File: src/rtl/freq_meter_pkg.sv
`default_nettype none
// +----------------------------------------------------------------------+
// | freq_meter_pkg                                                       |
// | Shared defaults and constants for the gated frequency meter.         |
// | Revision: 1.0                                                        |
// +----------------------------------------------------------------------+
package freq_meter_pkg;

    localparam int              c_def_gate_cycles = 100_000_000;
    localparam int              c_def_cnt_w       = 32;
    localparam int              c_bcd_digits      = 8;
    localparam logic [31:0]     c_bcd_sat         = 32'h9999_9999;
    localparam longint unsigned c_bcd_max_bin     = 64'd99_999_999;

    typedef enum logic [0:0] {
        CONV_IDLE  = 1'b0,
        CONV_SHIFT = 1'b1
    } conv_state_t;

endpackage
`default_nettype wire

File: src/rtl/freq_meter_if.sv
`default_nettype none
// +----------------------------------------------------------------------+
// | freq_meter_if                                                        |
// | Measured signal, enable and result bus of the frequency meter.       |
// | BCD signals exist only when FREQ_METER_BCD_EN is defined.            |
// | Revision: 1.0                                                        |
// +----------------------------------------------------------------------+
interface freq_meter_if
    import freq_meter_pkg::*;
#(
    parameter int CNT_W = c_def_cnt_w
);
    logic             sig;
    logic             en;
    logic [CNT_W-1:0] count;
    logic             valid;
    logic             ovf;
`ifdef FREQ_METER_BCD_EN
    logic [31:0]      bcd;
    logic             bcd_valid;

    modport master (output sig, en, input count, valid, ovf, bcd, bcd_valid);
    modport slave  (input sig, en, output count, valid, ovf, bcd, bcd_valid);
`else
    modport master (output sig, en, input count, valid, ovf);
    modport slave  (input sig, en, output count, valid, ovf);
`endif
endinterface
`default_nettype wire

File: src/rtl/freq_meter_bcd_conv.sv
`default_nettype none
// +----------------------------------------------------------------------+
// | freq_bcd_conv                                                        |
// | Sequential double-dabble: one bit per cycle, done CNT_W+1 cycles     |
// | after start. Built only when FREQ_METER_BCD_EN is defined.           |
// | Revision: 1.0                                                        |
// +----------------------------------------------------------------------+
`ifdef FREQ_METER_BCD_EN
module freq_bcd_conv
    import freq_meter_pkg::*;
#(
    parameter int CNT_W = c_def_cnt_w
) (
    input  logic             clk,
    input  logic             reset,
    input  logic             start,
    input  logic [CNT_W-1:0] bin,
    output logic [31:0]      bcd,
    output logic             done
);
    localparam int c_bit_w = $clog2(CNT_W) + 1;

    conv_state_t        r_state;
    logic [CNT_W-1:0]   r_shift;
    logic [31:0]        r_acc;
    logic [c_bit_w-1:0] r_bit;
    logic [31:0]        w_adj;
    logic [31:0]        w_next;

    always_comb begin
        w_adj = r_acc;
        for (int d = 0; d < c_bcd_digits; d++) begin
            if (r_acc[4*d +: 4] >= 4'd5) begin
                w_adj[4*d +: 4] = r_acc[4*d +: 4] + 4'd3;
            end
        end
        w_next = (w_adj << 1) | 32'(r_shift[CNT_W-1]);
    end

    // A new start always wins, so a conversion in flight is abandoned.
    always_ff @(posedge clk) begin
        if (reset) begin
            r_state <= CONV_IDLE;
            r_shift <= '0;
            r_acc   <= '0;
            r_bit   <= '0;
            bcd     <= '0;
            done    <= 1'b0;
        end else begin
            done <= 1'b0;
            if (start) begin
                r_state <= CONV_SHIFT;
                r_shift <= bin;
                r_acc   <= '0;
                r_bit   <= '0;
            end else if (r_state == CONV_SHIFT) begin
                r_acc   <= w_next;
                r_shift <= r_shift << 1;
                r_bit   <= r_bit + c_bit_w'(1);
                if (r_bit == c_bit_w'(CNT_W - 1)) begin
                    r_state <= CONV_IDLE;
                    bcd     <= w_next;
                    done    <= 1'b1;
                end
            end
        end
    end
endmodule
`endif
`default_nettype wire

File: src/rtl/freq_meter.sv
`default_nettype none
// +----------------------------------------------------------------------+
// | freq_meter                                                           |
// | Counts synchronized rising edges of sig over a GATE_CYCLES window.   |
// | Optional BCD output enabled by FREQ_METER_BCD_EN.                    |
// | Revision: 1.0                                                        |
// +----------------------------------------------------------------------+
module freq_meter
    import freq_meter_pkg::*;
#(
    parameter int GATE_CYCLES = c_def_gate_cycles,
    parameter int CNT_W       = c_def_cnt_w
) (
    input  logic        clk,
    input  logic        reset,
    freq_meter_if.slave bus
);
    localparam int               c_gate_w  = $clog2(GATE_CYCLES);
    localparam logic [CNT_W-1:0] c_cnt_max = '1;

    logic                r_sync1, r_sync2, r_sync3;
    logic [c_gate_w-1:0] r_gate;
    logic [CNT_W-1:0]    r_edge_cnt;
    logic                r_sticky;
    logic [CNT_W-1:0]    r_count;
    logic                r_valid;
    logic                r_ovf;
    logic                w_edge_det;
    logic                w_terminal;
    logic                w_at_max;

    assign w_edge_det = r_sync2 & ~r_sync3;
    assign w_terminal = bus.en && (r_gate == c_gate_w'(GATE_CYCLES - 1));
    assign w_at_max   = w_edge_det && (r_edge_cnt == c_cnt_max);

    always_ff @(posedge clk) begin
        if (reset) begin
            r_sync1    <= 1'b0;
            r_sync2    <= 1'b0;
            r_sync3    <= 1'b0;
            r_gate     <= '0;
            r_edge_cnt <= '0;
            r_sticky   <= 1'b0;
            r_count    <= '0;
            r_valid    <= 1'b0;
            r_ovf      <= 1'b0;
        end else begin
            r_sync1 <= bus.sig;
            r_sync2 <= r_sync1;
            r_sync3 <= r_sync2;
            r_valid <= 1'b0;
            if (!bus.en) begin
                r_gate     <= '0;
                r_edge_cnt <= '0;
                r_sticky   <= 1'b0;
            end else if (w_terminal) begin
                // An edge seen on the terminal cycle still belongs to this window.
                r_count    <= w_at_max ? c_cnt_max : r_edge_cnt + CNT_W'(w_edge_det);
                r_ovf      <= r_sticky | w_at_max;
                r_valid    <= 1'b1;
                r_gate     <= '0;
                r_edge_cnt <= '0;
                r_sticky   <= 1'b0;
            end else begin
                r_gate <= r_gate + c_gate_w'(1);
                if (w_at_max) begin
                    r_sticky <= 1'b1;
                end else if (w_edge_det) begin
                    r_edge_cnt <= r_edge_cnt + CNT_W'(1);
                end
            end
        end
    end

    assign bus.count = r_count;
    assign bus.valid = r_valid;
    assign bus.ovf   = r_ovf;

`ifdef FREQ_METER_BCD_EN
    logic [31:0] w_conv_bcd;
    logic        w_conv_done;
    logic        w_over;
    logic        r_sat_pend;
    logic        r_sat;

    // Out-of-range results bypass the converter value and show all nines.
    assign w_over = r_ovf || (64'(r_count) > c_bcd_max_bin);

    always_ff @(posedge clk) begin
        if (reset) begin
            r_sat_pend <= 1'b0;
            r_sat      <= 1'b0;
        end else begin
            if (r_valid) begin
                r_sat_pend <= w_over;
            end
            if (w_conv_done) begin
                r_sat <= r_sat_pend;
            end
        end
    end

    freq_bcd_conv #(
        .CNT_W (CNT_W)
    ) u_bcd_conv (
        .clk   (clk),
        .reset (reset),
        .start (r_valid),
        .bin   (r_count),
        .bcd   (w_conv_bcd),
        .done  (w_conv_done)
    );

    assign bus.bcd       = r_sat ? c_bcd_sat : w_conv_bcd;
    assign bus.bcd_valid = w_conv_done;
`endif
endmodule
`default_nettype wire

File: src/flat_wrapper.sv
// flat-port wrapper written by rule: the top's interface ports become plain ports
module freq_meter_flat import freq_meter_pkg::*;
#(
    parameter int GATE_CYCLES = c_def_gate_cycles,
    parameter int CNT_W       = c_def_cnt_w
)
  (clk, reset, bus_sig, bus_en, bus_count, bus_valid, bus_ovf);
  freq_meter_if #(.CNT_W(CNT_W)) bus_i ();
  input  logic clk;
  input  logic reset;
  input wire logic [$bits(bus_i.sig)-1:0] bus_sig;
  input wire logic [$bits(bus_i.en)-1:0] bus_en;
  output wire logic [$bits(bus_i.count)-1:0] bus_count;
  output wire logic [$bits(bus_i.valid)-1:0] bus_valid;
  output wire logic [$bits(bus_i.ovf)-1:0] bus_ovf;
  assign bus_i.sig = bus_sig;
  assign bus_i.en = bus_en;
  assign bus_count = bus_i.count;
  assign bus_valid = bus_i.valid;
  assign bus_ovf = bus_i.ovf;
  freq_meter #(.GATE_CYCLES(GATE_CYCLES), .CNT_W(CNT_W)) u_core (.clk(clk), .reset(reset), .bus(bus_i));
endmodule
File: config.mk
export PLATFORM = sky130hd
export DESIGN_NAME = freq_meter_flat
export DESIGN_NICKNAME = d
export VERILOG_FILES = /design/src/rtl/freq_meter_pkg.sv /design/src/rtl/freq_meter_if.sv /design/src/rtl/freq_meter_bcd_conv.sv /design/src/rtl/freq_meter.sv /design/src/flat_wrapper.sv
export SDC_FILE = /design/constraint.sdc
export NUM_CORES = 1
export LEC_CHECK = 0
export CORE_MARGIN = 2
export CORE_UTILIZATION = 45
export DETAILED_ROUTE_END_ITERATION = 16
export PLACE_DENSITY_LB_ADDON = 0.08
export SLEW_MARGIN = 20
export SYNTH_ARGS = -nofsm -noshare
export SYNTH_HDL_FRONTEND = slang
export SYNTH_HIERARCHICAL = 1
export SYNTH_SLANG_ARGS = --single-unit
File: constraint.sdc
create_clock -name clk -period 2.8 [get_ports clk]
set_input_delay 0.56 -clock clk [delete_from_list [all_inputs] [get_ports clk]]
set_output_delay 0.56 -clock clk [all_outputs]
set_load 0.01 [all_outputs]
=== Word-level counts from Yosys, hierarchy flattened ===
Index checks and enable logic that the tools add are counted.
W data, S select, Z words.

* Register bits: 97
* Bits in latches: 0
* Memory bits (writable): 0
* ROM bits: 0
* Bits of input ports: 4
* Output and inout port bits: 34
* Word-level logic and storage cells: 27
* Memories: 0

* Add/sub/neg operators: 3
* $mul: 0
* Divide/modulo/power cells: 0
* $lt $le $gt $ge: 0
* Eq/ne operators: 2
* Shift operators: 0
* Mux-type cells: 2
* Bitwise operators: 5
* Reduce and logical (&&, ||, !) cells: 6

{| class="wikitable"
|+ Operators by type and width
! cell !! number
|-
| $add A32 B1 Y32 || 1
|-
| $add A32 B1 Y32 const B || 1
|-
| $eq A32 B32 Y1 const B || 1
|-
| $mux W32 || 1
|-
| $add A27 B1 Y27 const B || 1
|-
| $eq A27 B27 Y1 const B || 1
|-
| $reduce_and A2 Y1 || 2
|-
| $not A1 Y1 || 3
|-
| $reduce_or A3 Y1 || 1
|-
| $logic_and A1 B1 Y1 || 2
|-
| $reduce_or A2 Y1 || 1
|-
| $and A1 B1 Y1 || 1
|-
| $mux W1 || 1
|-
| $or A1 B1 Y1 || 1
|}

=== Logic depth before layout (Yosys ltp) ===
Gate-level depths: netlist of run 1.

* Depth in word-level cells: 5
* Depth in mapped cells: 9
* Depth with buffers taken out: 9

=== Least setup slack after synthesis of run 1 ===
Ideal clock, no wire load.

* Path type: register to register
* Start: register u_core.r_sync3
* End: register u_core.r_count[31] (netlist: u_core/bus.count[31])
* Setup time: 0.146 ns
* Arrival: 1.935 ns
* Data required time: 2.654 ns
* Path slack: 0.719 ns
* Cell stages (with the launch flop): 10
* Path buffers: 1
* Clock period less this slack: 2.081 ns
* Cell sequence: dfxtp_1 -> nand2b_1 -> inv_1 -> ha_1 -> nand3_1 -> or3_1 -> clkbuf_1 -> nor4_1 -> xnor2_1 -> a211oi_2

* Longest elaborated chain between the ends: 4
* Elaborated cells on any way between the ends: 5
* Classes of those cells: add/sub: 1; mux: 1; bitwise: 2; reduce/logical: 1

{| class="wikitable"
|+ Ends and longest elaborated chain
! what !! line !! RTL
|-
| from (decl) || freq_meter.sv:21 || <nowiki>logic r_sync1, r_sync2, r_sync3;</nowiki>
|-
| from (signal assigned) || freq_meter.sv:50 || <nowiki>r_sync3 <= r_sync2;</nowiki>
|-
| $not A1 Y1 (*) || freq_meter.sv:32 || <nowiki>assign w_edge_det = r_sync2 & ~r_sync3;</nowiki>
|-
| $and A1 B1 Y1 (*) || freq_meter.sv:32 ||
|-
| $add A32 B1 Y32 or $logic_and A1 B1 Y1 (tied branches) || freq_meter.sv:58, freq_meter.sv:34 ||
|-
| $mux W32 (*) || freq_meter.sv:58 || <nowiki>r_count <= w_at_max ? c_cnt_max : r_edge_cnt + CNT_W'(w_edge_det);</nowiki>
|-
| to (signal assigned) || freq_meter.sv:58 ||
|-
| to (decl) || freq_meter.sv:25 || <nowiki>logic [CNT_W-1:0] r_count;</nowiki>
|}

Every way passes the cells marked *; elsewhere a longest branch is shown, timed or not.
A chain may end at the register's enable or synchronous reset.

=== Final worst setup path of run 1 ===
Same ends and word-level chain as after synthesis.

==> run_results.csv, run 1 <==
group,metric,value,unit
clocking,cts.clk_slew.worst_paths,100,ps
yosys,yosys.cell_types.count,42,
detailed_routing,dr.pass1.iters,4,
floorplanning,ios,38,
global_routing,grt_overflow,0,
floorplanning,fp-row-count,37,
clocking,cts_tree,"yes",
global_routing,grt_pass1_wl,19.3,mm
detailed_routing,vias,4057,
setup_path,cp.arrival,2710,ps
sta,setup_viol,0,
power_and_ir_drop,p_leak,0.00167,µW
sta,max_freq,400,MHz
detailed_routing,drt-initial-drc-count,126,
yosys,yosys_most_used_dff,"dfxtp_1",
sta,tns,0,ps
setup_path,crit_type,"reg -> reg",
detailed_routing,ant_nets,0,
clocking,numCtsBuffers,9,
power_and_ir_drop,peakVddDrop,0.346,mV
layout,final_util,54.2,%
placed_design,port_buffers,37,
sta,hold_viol,0,
power_and_ir_drop,netSwitchingFraction,21.9,%
yosys,ys_ff_latch,97,
yosys,netlist_area,0.00484,mm²
layout,ff_latch_area,0.00194,mm²
clocking,ctsHoldBuffers,0,
layout,drive_gt1_share,14.0,%
power_and_ir_drop,pwr-share-clk,42.0,%
yosys,synthTopCellsByArea,"dfxtp_1, a211oi_2, xnor2_1, a21oi_1, xor2_1",
sta,tightest_slew,1090,ps
yosys,ys.warnings.count,6,
floorplanning,core_area,0.0104,mm²
yosys,synth_top_cell_area_share,40.1,%
setup_path,startpoint_type,"register",
clocking,cts_root_buf,"clkbuf_8",
sta,finalCritPeriodShare,89.2,%
layout,nets,589,
global_routing,antenna_found_initial,0,
yosys,synth_async_sr_flop_share,0,%
sta,slew_viol_final,0,
yosys,yosysSeqAreaShare,40.1,%
sta,fin_crit,2500,ps
yosys,syn_nets,554,
detailed_routing,avgViaCountPerCell,5.63,
setup_path,cp_max_fo,8,
clocking,numClockSinks,97,
sta,fin_skew,13.6,ps
global_routing,grt_pass1_vias,3955,
sta,slew_headroom,27.3,%
yosys,synth_edf_count,0,
detailed_routing,drc_errors,0,
clocking,cts_setup_buffers,0,
global_routing,grt_max_degree,37,
layout,syn_to_final_growth,16.2,%
worst_hold_path,hold_class,"reg -> reg",
floorplanning,dieWidth,108,µm
detailed_routing,routed_wl,11.6,mm
placed_design,dp_hpwl,7.95,mm
outcome,status,"completed",
detailed_routing,wl_per_cell,16.0,µm
clocking,htree_levels,3,
floorplanning,fp.dieH,108,µm
floorplanning,dieArea,0.0116,mm²
floorplanning,initial_core_util,46.7,%
power_and_ir_drop,power.net_switching,541,µW
power_and_ir_drop,pwr-share-seq,56.1,%
yosys,syn_area_per_cell,8.86,µm²
placed_design,place_ws,47.4,ps
placed_design,gp_congestion,0.820,
sta,rsz0062_at_grt,"no",
setup_path,endpoint_kind,"register",
layout,multi_input_area,0.00271,mm²
layout,num_antenna_cells,0,
setup_path,cp_data_required_time,3010,ps
clocking,post_cts_resized,0,
clocking,clock_path_buffers,2,
layout,fill_cells,989,
power_and_ir_drop,p_comb_share,1.9,%
sta,hold_slack,455,ps
clocking,clk_latency,370,ps
power_and_ir_drop,internal_power,1930,µW
global_routing,grt.total_usage,21.0,%
yosys,yosysTopAreaCell,"dfxtp_1",
power_and_ir_drop,p_per_area,439,mW/mm²
job,max_cap_violations,0,
yosys,netlist_instances,546,
sta,worst_slack,303,ps
## path summary, 6_finish.rpt
path                                        from                   end  slack, ps  depth (start not counted)
worst max register to register    u_core/r_sync3  u_core/bus.count[31]        300                          8
worst min register to register  u_core/r_gate[0]      u_core/r_gate[0]        450                          1
worst max-delay path              u_core/r_sync3  u_core/bus.count[31]        300                          8
worst min-delay path            u_core/r_gate[0]      u_core/r_gate[0]        450                          1
## routing by layer
layer  global-route usage [%]  share of wire, %  wire (µm)
met5                        0                 0          0
met1                     26.5                47       5440
met3                     4.60               2.9        340
met4                     4.85               1.1        125
met2                     36.6                49       5650
## synth_stat cells (2+ instances only)
library cell and instances:
a211oi_1 2, a211oi_2 30, a21oi_1 55, and2_1 5, and3_1 8, and4_1 13
buf_2 11, buf_4 5, clkbuf_1 19, clkbuf_2 2, dfxtp_1 97, ha_1 4
inv_1 5, nand2_1 26, nand2b_1 3, nand3_1 22, nand4_1 19, nor2_1 56
nor2b_1 5, nor3_1 22, nor3b_1 2, nor4_1 5, nor4_2 2, nor4b_1 2
o2111ai_1 3, o211ai_1 3, o21ai_0 9, o21ai_1 6, o31ai_1 3, or2_2 2
or3_1 20, or4_1 5, xnor2_1 38, xor2_1 29
## critical path: stages (launching register included)
cell	delay [ps]
dfxtp_1	310
nand2b_1	230
inv_1	210
ha_1	220
nand3_1	110
or3_1	560
nor4_1	340
xnor2_1	240
a211oi_2	110
## sequential cells by signal, indices dropped and copies added (netlist names)
signal / flops
u_core/bus.count: 32
u_core/r_edge_cnt: 32
u_core/r_sync2: 1
u_core/r_sticky: 1
u_core/bus.valid: 1
u_core/bus.ovf: 1
u_core/r_sync1: 1
u_core/r_sync3: 1
u_core/r_gate: 27
## power by group through the flow
stage / registers [µW] / clock network (µW) / logic, µW
final: 1380 / 1040 / 46.6
after global routing: 1380 / 1120 / 51.6
after CTS: 1380 / 1060 / 47.6
after detailed placement: 1420 / 0 / 47.5
after global placement: 1420 / 0 / 46.6
after floorplan: 1420 / 0 / 31.9
## placed cells by master (no fill, tap or decap), types with 5 or more instances in the layout
master | Yosys | layout
nor3_1 | 22 | 22
a211oi_2 | 30 | 30
a21oi_1 | 55 | 55
nand2_1 | 26 | 26
clkbuf_8 | 0 | 10
inv_1 | 5 | 5
xor2_1 | 29 | 29
dfxtp_1 | 97 | 97
nor2b_1 | 5 | 5
clkdlybuf4s50_1 | 0 | 36
o21ai_0 | 9 | 9
o21ai_1 | 6 | 6
nor4_1 | 5 | 5
nor2_1 | 56 | 55
and2_1 | 5 | 5
buf_4 | 5 | 25
nand4_1 | 19 | 19
and4_1 | 13 | 13
and3_1 | 8 | 8
nand3_1 | 22 | 22
or3_1 | 20 | 20
or4_1 | 5 | 5
xnor2_1 | 38 | 38
## logic make-up after synthesis
group	count (synthesis)	synth area share, %
xor+xnor	67	12.1
simple gates	221	24.9
fa+ha+maj	4	1.03
compound gates	114	17.6
buf+inv	43	4.21
flops	97	40.1
## through the flow
stage          power, µW  std cells  cell area [µm²]
2_1_floorplan       1450        546             4840
3_3_place_gp        1460        706             5400
3_5_place_dp        1460        706             5400
4_1_cts             2490        721             5620
5_1_grt             2560        721             5620
6_report            2470        721             5620
## cell type report
type | count | area share [%]
multi-input cells | 406 | 48.2
flip-flops and latches | 97 | 34.5
repair buffers | 62 | 9.84
well taps | 136 | 3.03
clock buffers | 10 | 2.45
clock inverters | 5 | 1.58
inverters | 5 | 0.334
(Power assumes the default switching activity.)
==> run 2: changes to the inputs <==
--- a/config.mk
+++ b/config.mk
@@ -5,11 +5,12 @@
 export SDC_FILE = /design/constraint.sdc
 export NUM_CORES = 1
 export LEC_CHECK = 0
+export CAP_MARGIN = 20
 export CORE_MARGIN = 2
 export CORE_UTILIZATION = 45
+export CTS_BUF_LIST = sky130_fd_sc_hd__clkbuf_8 sky130_fd_sc_hd__clkbuf_16
 export DETAILED_ROUTE_END_ITERATION = 16
 export PLACE_DENSITY_LB_ADDON = 0.08
-export SLEW_MARGIN = 20
 export SYNTH_ARGS = -nofsm -noshare
 export SYNTH_HDL_FRONTEND = slang
 export SYNTH_HIERARCHICAL = 1
==> results of run 2 <==
Same layout as run 1: the final DEF is identical, and so are final timing and power.
